===== config.mk =====
export PLATFORM = sky130hd
export DESIGN_NAME = next_pc_unit
export DESIGN_NICKNAME = d
export VERILOG_FILES = /design/src/rtl/next_pc_unit.sv
export SDC_FILE = /design/constraint.sdc
export NUM_CORES = 1
export LEC_CHECK = 0
export ABC_AREA = 1
export CORE_ASPECT_RATIO = 2
export CORE_UTILIZATION = 55
export CTS_CLUSTER_SIZE = 12
export DETAILED_ROUTE_END_ITERATION = 16
export PLACE_DENSITY = 0.75
export SLEW_MARGIN = 10
export SYNTH_ARGS = -nofsm -noshare
export SYNTH_HDL_FRONTEND = slang
export SYNTH_SLANG_ARGS = --single-unit

===== constraint.sdc =====
create_clock -name clk -period 16.5 [get_ports clk]
set_input_delay 4.95 -clock clk [delete_from_list [all_inputs] [get_ports clk]]
set_output_delay 4.95 -clock clk [all_outputs]
set_load 0.03 [all_outputs]

===== src/rtl/next_pc_unit.sv =====
// next_pc_unit: program-counter sequencer for the MIPS core.
//   Owns the PC register, computes the next PC for sequential, branch, J, JAL
//   and JR flow, and keeps a circular return-address stack (RAS) that predicts
//   JR $ra targets and reports whether each prediction was right.
//
// Ports
//   clk, rst       rising-edge clock, asynchronous active-high reset
//   adv            advance: PC/RAS update this cycle
//   stall          hold everything; overrides adv
//   flush_ras      clear the RAS (ungated); PC unaffected
//   op             0 SEQ, 1 BR, 2 J, 3 JAL, 4 JR, 5 JR_RET, 6/7 as SEQ
//   br_taken       branch condition, used with op=BR
//   imm            signed word offset for BR
//   target         26-bit word index for J/JAL
//   reg_addr       rs value for JR/JR_RET
//   pc             current PC (registered)
//   link_addr      pc+4 (combinational), JAL writeback value
//   ras_top        predicted return address, 0 when empty
//   ras_count      valid RAS entries
//   ras_hit/ras_miss/ras_underflow/misalign  registered one-cycle pulses
module next_pc_unit #(
  parameter int unsigned     PC_W      = 32,
  parameter int unsigned     RAS_DEPTH = 8,
  parameter logic [PC_W-1:0] RESET_VEC = '0
) (
  input  logic                         clk,
  input  logic                         rst,
  input  logic                         adv,
  input  logic                         stall,
  input  logic                         flush_ras,
  input  logic [2:0]                   op,
  input  logic                         br_taken,
  input  logic [15:0]                  imm,
  input  logic [25:0]                  target,
  input  logic [PC_W-1:0]              reg_addr,
  output logic [PC_W-1:0]              pc,
  output logic [PC_W-1:0]              link_addr,
  output logic [PC_W-1:0]              ras_top,
  output logic [$clog2(RAS_DEPTH):0]   ras_count,
  output logic                         ras_hit,
  output logic                         ras_miss,
  output logic                         ras_underflow,
  output logic                         misalign
);

  localparam int unsigned PtrW = $clog2(RAS_DEPTH);

  localparam logic [PC_W-1:0] PcFour   = 4;
  localparam logic [PtrW-1:0] PtrOne   = 1;
  localparam logic [PtrW:0]   CountOne = 1;
  localparam logic [PtrW:0]   CountMax = RAS_DEPTH[PtrW:0];

  typedef enum logic [2:0] {
    OpSeq   = 3'd0,
    OpBr    = 3'd1,
    OpJ     = 3'd2,
    OpJal   = 3'd3,
    OpJr    = 3'd4,
    OpJrRet = 3'd5
  } op_e;

  logic [PC_W-1:0] pc_q, pc_d;
  logic [PtrW-1:0] ptr_q, ptr_d;
  logic [PtrW:0]   count_q, count_d;
  logic [PC_W-1:0] ras_q [RAS_DEPTH];
  logic            hit_q, hit_d;
  logic            miss_q, miss_d;
  logic            underflow_q, underflow_d;
  logic            misalign_q, misalign_d;

  logic [PC_W-1:0] p4;
  logic [PC_W-1:0] br_off;
  logic [PC_W-1:0] jump_tgt;
  logic [PC_W-1:0] jr_tgt;
  logic [PC_W-1:0] npc;
  logic [PtrW-1:0] top_idx;
  logic            update;
  logic            ras_act;
  logic            push;
  logic            pop;
  op_e             op_dec;

  assign update    = adv & ~stall;
  // A flush in an update cycle suppresses the op's push/pop and its pulses.
  assign ras_act   = update & ~flush_ras;
  assign op_dec    = op_e'(op);

  assign p4        = pc_q + PcFour;
  assign br_off    = {{(PC_W-18){imm[15]}}, imm, 2'b00};
  assign jump_tgt  = {p4[PC_W-1:28], target, 2'b00};
  assign jr_tgt    = {reg_addr[PC_W-1:2], 2'b00};
  assign top_idx   = ptr_q - PtrOne;

  assign pc        = pc_q;
  assign link_addr = p4;
  assign ras_top   = (count_q != '0) ? ras_q[top_idx] : '0;
  assign ras_count = count_q;
  assign ras_hit       = hit_q;
  assign ras_miss      = miss_q;
  assign ras_underflow = underflow_q;
  assign misalign      = misalign_q;

  // Next PC and pulse decode.
  always_comb begin
    npc         = p4;
    misalign_d  = 1'b0;
    push        = 1'b0;
    pop         = 1'b0;
    hit_d       = 1'b0;
    miss_d      = 1'b0;
    underflow_d = 1'b0;

    case (op_dec)
      OpBr: begin
        if (br_taken) begin
          npc = p4 + br_off;
        end
      end
      OpJ, OpJal: begin
        npc = jump_tgt;
      end
      OpJr, OpJrRet: begin
        npc        = jr_tgt;
        misalign_d = update & (reg_addr[1:0] != 2'b00);
      end
      default: begin
        npc = p4;
      end
    endcase

    if (ras_act && op_dec == OpJal) begin
      push = 1'b1;
    end

    // The RAS only predicts: pc always follows jr_tgt regardless of outcome.
    if (ras_act && op_dec == OpJrRet) begin
      if (count_q == '0) begin
        underflow_d = 1'b1;
      end else begin
        pop    = 1'b1;
        hit_d  = (ras_top == jr_tgt);
        miss_d = (ras_top != jr_tgt);
      end
    end

    pc_d = update ? npc : pc_q;
  end

  // RAS pointer/count. Flush is ungated by adv/stall.
  always_comb begin
    ptr_d   = ptr_q;
    count_d = count_q;
    if (flush_ras) begin
      ptr_d   = '0;
      count_d = '0;
    end else if (push) begin
      ptr_d   = ptr_q + PtrOne;
      // When full the oldest entry is overwritten, so count saturates.
      count_d = (count_q == CountMax) ? count_q : count_q + CountOne;
    end else if (pop) begin
      ptr_d   = ptr_q - PtrOne;
      count_d = count_q - CountOne;
    end
  end

  always_ff @(posedge clk or posedge rst) begin
    if (rst) begin
      pc_q        <= RESET_VEC;
      ptr_q       <= '0;
      count_q     <= '0;
      hit_q       <= 1'b0;
      miss_q      <= 1'b0;
      underflow_q <= 1'b0;
      misalign_q  <= 1'b0;
    end else begin
      pc_q        <= pc_d;
      ptr_q       <= ptr_d;
      count_q     <= count_d;
      hit_q       <= hit_d;
      miss_q      <= miss_d;
      underflow_q <= underflow_d;
      misalign_q  <= misalign_d;
    end
  end

  always_ff @(posedge clk or posedge rst) begin
    if (rst) begin
      for (int i = 0; i < RAS_DEPTH; i++) begin
        ras_q[i] <= '0;
      end
    end else if (push) begin
      ras_q[ptr_q] <= p4;
    end
  end

endmodule


## After elaboration in Yosys (flattened, before gate mapping)

Index checks and enable logic that the tools add are counted.

- Bits of input ports: 83
- Flip-flop bits (word level): 299
- Output and inout port bits: 104
- Word-level logic and storage cells: 76

- Muxes and demuxes: 26
- Eq/ne operators: 9
- Bitwise gates (word level): 7
- $lt $le $gt $ge: 3
- $add $sub $neg: 6
- Reduce and logical (&&, ||, !) cells: 10

Operator list:

| kind | count |
|---|---|
| 256-bit bitwise mux | 1 |
| 32-bit two-way mux | 5 |
| 32-bit binary-select mux with 3-bit select | 1 |
| 32-bit demux with 3-bit select | 1 |
| 32-bit case mux with 3 select lines | 1 |
| 32-bit by 3-bit adder with 32-bit output (second input constant) | 1 |
| 32-bit adder | 1 |
| 32-bit == test | 1 |
| 32-bit inequality test | 1 |
| 4-bit two-way mux | 4 |
| 1-bit two-way mux | 10 |
| 3-bit two-way mux | 3 |
| 4-bit >= comparator (second input constant) | 2 |
| 3-bit NOT with 4-bit output | 2 |
| 3-bit by 2-bit == test with 1-bit output (second input constant) | 2 |
| 3-bit == test (second input constant) | 2 |
| 4-bit by 1-bit adder with 4-bit output (second input constant) | 1 |
| 4-bit == test (second input constant) | 1 |
| 4-bit logical NOT | 1 |
| 4-bit by 1-bit < comparator with 1-bit output (second input constant) | 1 |
| 4-bit nonzero test | 1 |
| 2-bit OR reduction | 2 |
| 4-bit by 1-bit subtractor with 4-bit output (second input constant) | 1 |
| 3-bit by 1-bit adder with 3-bit output (second input constant) | 1 |
| other kinds (9) | 14 |

## Longest topological paths before layout

- Depth in word-level cells: 9
- Gate-level depth with buffers: 28
- Mapped depth without buffers: 27

## Worst setup path before layout

Ideal clock, no wire load.

- Path type: reg2out
- Start: reg ptr_q[0]
- End: out ras_top[17]
- Buffers on the path: 5
- Path slack: 9.446 ns
- Required time: 11.550 ns
- Arrival: 2.104 ns
- Stages on the path, launching flop included: 13
- Path through: dfrtp_1 > buf_6 > inv_2 > buf_6 > buf_2 > ha_1 > buf_4 > inv_2 > clkbuf_1 > nand2_1 > nand3_1 > nand3_1 > inv_1

- Word-level cells in the longest chain between the ends: 6

Ends and longest elaborated chain:

| item | line | RTL |
|---|---|---|
| from (decl) | 63 | `logic [PtrW-1:0] ptr_q, ptr_d;` |
| from (signal assigned) | 177 | `ptr_q <= ptr_d;` |
| 3-bit by 1-bit subtractor with 3-bit output | 92 | `assign top_idx = ptr_q - PtrOne;` |
| 3-bit NOT with 4-bit output (not written as such) | 96 | `assign ras_top = (count_q != '0) ? ras_q[top_idx] : '0;` |
| 32-bit binary-select mux with 3-bit select | 96 |  |
| 32-bit two-way mux (not written as such) (2 in a row) | 96 |  |
| 32-bit two-way mux | 96 |  |
| to (decl) | 38 | `output logic [PC_W-1:0] ras_top,` |

Every way passes these cells. The select of a mux whose other input is x is not followed.

## Worst setup path in the final report

Same ends and word-level chain as after synthesis.

==> results.py <==
metrics = {
    "run_status": {
        "status": "finished, final reports clean",
    },
    "power": {
        "pwr-share-seq": 0.328,
        "power.share.switching": 0.429,
        "vdd_drop_max_mv": 0.0757,
        "intPower_mw": 1.40,
        "finalPower_mw": 2.45,
        "p_comb_frac": 0.429,
        "leakage_nw": 10.3,
        "power_switching_mw": 1.05,
        "power_density_nw_per_um2": 119,
        "pwr-share-clk": 0.244,
    },
    "critical_path": {
        "ff2ff_setup_slack_ns": 11.38,
        "cp_num_buf_inv": 5,
        "slowest_stage": "ha_2",
        "crit_path_end_kind": "output pin",
        "crit_required_ns": 11.55,
        "critPathMaxFanout": 52,
        "cpPeakStageDelay_ns": 0.99,
        "worst_ep_arrival_time_ns": 5.40,
        "crit_type": "register to output pin",
        "cp_common_cell": "nand3_1",
        "crit_family": "buffers and inverters",
        "startpoint_type": "register",
        "path_cells": "clkinv_2, ha_2, buf_4, inv_2, nor2_1, o21ai_1, nand3_1, nand3_1, inv_1, clkdlybuf4s50_1",
    },
    "cts": {
        "post_cts_buffers": 0,
        "postCtsHoldBufs": 0,
        "clock_path_buffers": 3,
        "post_cts_resized": 0,
        "numClockSinks": 281,
        "cts_made_buffers": 28,
        "clkTransAtPathRegs_ns": 0.07,
        "cts-root-buf": "clkbuf_16",
        "clkLatencyLatePin_ns": 0.56,
        "htreeDepth": 1,
        "cts_tree": "built",
    },
    "route": {
        "viasPerCell": 5.76,
        "antenna_left": 0,
        "drt_iter0_drc": 1799,
        "wirelength_um": 65100,
        "firstDrtPassIters": 5,
        "drcViolationCount": 0,
        "wl_per_cell_um": 20.3,
        "vias": 18445,
    },
    "cells_and_area": {
        "final_common_cell": "nand2_1",
        "final_cell_area_um2": 20600,
        "final_core_util": 0.642,
        "fillers": 2931,
        "drive_above_1_share": 0.0386,
        "syn2layout_area_growth_pct": 14.9,
        "final_cell_mix": "927 x nand2_1, 313 x inv_1, 306 x o21ai_0, 280 x dfrtp_1, 187 x nand3_1",
        "fin_cells": 3200,
        "finalNetCount": 2889,
    },
    "yosys": {
        "yosysTopAreaCell": "dfrtp_1",
        "synth.distinct_cells": 53,
        "syn_inst": 2665,
        "netlist_area_um2": 17900,
        "yosysSeqAreaShare": 0.392,
        "synth_edf_count": 0,
        "avgSynthCellArea_um2": 6.73,
        "yosys_warnings": 0,
        "netlist.area_leader.share": 0.392,
        "synthFlopType": "dfrtp_1",
        "synth_area_leaders": "dfrtp_1 39%, nand2_1 20%, o21ai_0 8.5%, inv_1 6.6%, nand3_1 5.3%",
        "ys_async_sr_fraction": 1.00,
        "ys_ff_latch": 281,
    },
    "sta": {
        "period_needed_ns": 10.35,
        "period_share": 0.628,
        "hold_violations": 0,
        "finalSetupViolCount": 0,
        "maxSlewHeadroom": 0.193,
        "fin_skew_ns": 0.0126,
        "worst_slack_ns": 6.15,
        "fmaxAchievable_ghz": 0.0966,
        "hold_slack_ns": 0.482,
        "drv_slew": 0,
        "worstMarginPinSlew_ns": 1.21,
        "grt_setup_unrepaired": "no",
        "finalSetupTns_ns": 0,
    },
    "placed_design": {
        "dp_hpwl_um": 48000,
        "post_dp_cell_area_um2": 19800,
        "port_buffers": 180,
        "globalplace.congestion": 1.03,
        "place_inst": 3161,
        "pre_cts_ws_ns": 6.87,
    },
    "global_route": {
        "grt_pass1_wl_um": 99600,
        "grt_pass1_vias": 18000,
        "globalRouteTotalUtil": 0.395,
        "grt_antenna_before_repair": 1,
        "grt_start_max_net_pins": 182,
        "gr-total-overflow": 0,
    },
    "hold_path": {
        "hp-class": "register to register",
    },
    "die": {
        "start_util": 0.559,
        "num_io_pins": 187,
        "core_area_um2": 32100,
        "die_w_um": 130,
        "die_area_um2": 33400,
        "fp-row-count": 93,
        "die_h_um": 257,
    },
    "run": {
        "max-cap-violations": 0,
    },
}
-- flip-flops by register name, summed over array words and instances, names as in the netlist --
signal	cells
misalign	1
pc	30
ptr_q	3
ras_count	4
ras_hit	1
ras_miss	1
ras_q	240
ras_underflow	1
-- power groups by stage --
stage          logic (mW)  clock network (mW)  registers [mW]
2_1_floorplan       0.649                   0           0.824
3_3_place_gp         1.02                   0           0.810
3_5_place_dp         1.03                   0           0.813
4_1_cts              1.04               0.602           0.802
5_1_grt              1.14               0.626           0.810
6_report             1.05               0.597           0.804
-- synth_stat cells, types with 2 or more instances --
| cell type | number |
|---|---|
| nand2_1 | 933 |
| inv_1 | 314 |
| o21ai_0 | 306 |
| dfrtp_1 | 281 |
| nand3_1 | 190 |
| nor2_1 | 179 |
| clkbuf_1 | 78 |
| nand4_1 | 66 |
| a21oi_1 | 56 |
| ha_1 | 40 |
| buf_2 | 31 |
| o21ai_1 | 29 |
| a221oi_1 | 17 |
| buf_4 | 12 |
| xor2_1 | 12 |
| nor3_1 | 11 |
| buf_6 | 10 |
| inv_2 | 9 |
| nand3_2 | 9 |
| o211ai_1 | 8 |
| or2_2 | 7 |
| a31oi_1 | 5 |
| o21bai_1 | 5 |
| a211oi_1 | 4 |
| nand2_2 | 4 |
| nor2_2 | 4 |
| nor3_2 | 4 |
| a22oi_1 | 3 |
| nand3b_1 | 3 |
| nor2_4 | 3 |
| o2111ai_1 | 3 |
| xnor2_1 | 3 |
| a21o_1 | 2 |
| and2_1 | 2 |
| fa_1 | 2 |
| nor4_1 | 2 |
| o22ai_1 | 2 |
-- logic make-up (layout without fill, tap and decap cells) --
group / count (synthesis) / in the layout / share of synthesized area
compound gates: 445 / 445 / 0.133
xor+xnor: 17 / 17 / 0.00913
fa+ha+maj: 42 / 42 / 0.0301
buf+inv: 457 / 559 / 0.105
flops: 281 / 281 / 0.392
other cells: 1 / 7 / 0.000209
simple gates: 1422 / 1422 / 0.331
-- cell type report --
type	count	area, um^2	share of cell area
diodes	1	2.50	0.000121
well taps	427	534	0.0259
inverters	323	1220	0.0592
clock buffers	35	748	0.0363
repair buffers	198	1950	0.0945
multi-input cells	1932	9090	0.441
flip-flops and latches	281	7040	0.341
clock inverters	3	43.8	0.00212
-- worst min-delay path, delay by kind of cell (launching register included) --
| kind | cells | cell delay (ns) |
|---|---|---|
| AOI/OAI and AO/OA | 1 | 0.06 |
| DFF | 1 | 0.34 |
| and+or+nand+nor | 1 | 0.05 |
-- final timing paths --
path | start | end | cells after the start
hold reg to reg | ras_q[68]$_DFFE_PP0P_ | ras_q[68]$_DFFE_PP0P_ | 2
hold / removal | ras_q[68]$_DFFE_PP0P_ | ras_q[68]$_DFFE_PP0P_ | 2
setup / recovery | ptr_q[0]$_DFFE_PP0P_ | ras_top[17] | 10
min in group asynchronous | rst | ras_q[153]$_DFFE_PP0P_ | 2
setup reg to reg | ptr_q[0]$_DFFE_PP0P_ | ras_hit$_DFF_PP0_ | 15
max in group asynchronous | rst | ptr_q[0]$_DFFE_PP0P_ | 3
-- routing by layer --
layer  global-route usage  wire (um)  share of wire  vias up
met3               0.0561       4780          0.073      198
met5                    0          0              0        -
met2                0.663      32000           0.49      863
met1                0.465      23700           0.36     8684
li1                     -          -              -     8700
met4                0.255       4600          0.071        0
No activity file was read; power rests on OpenSTA's default activity.
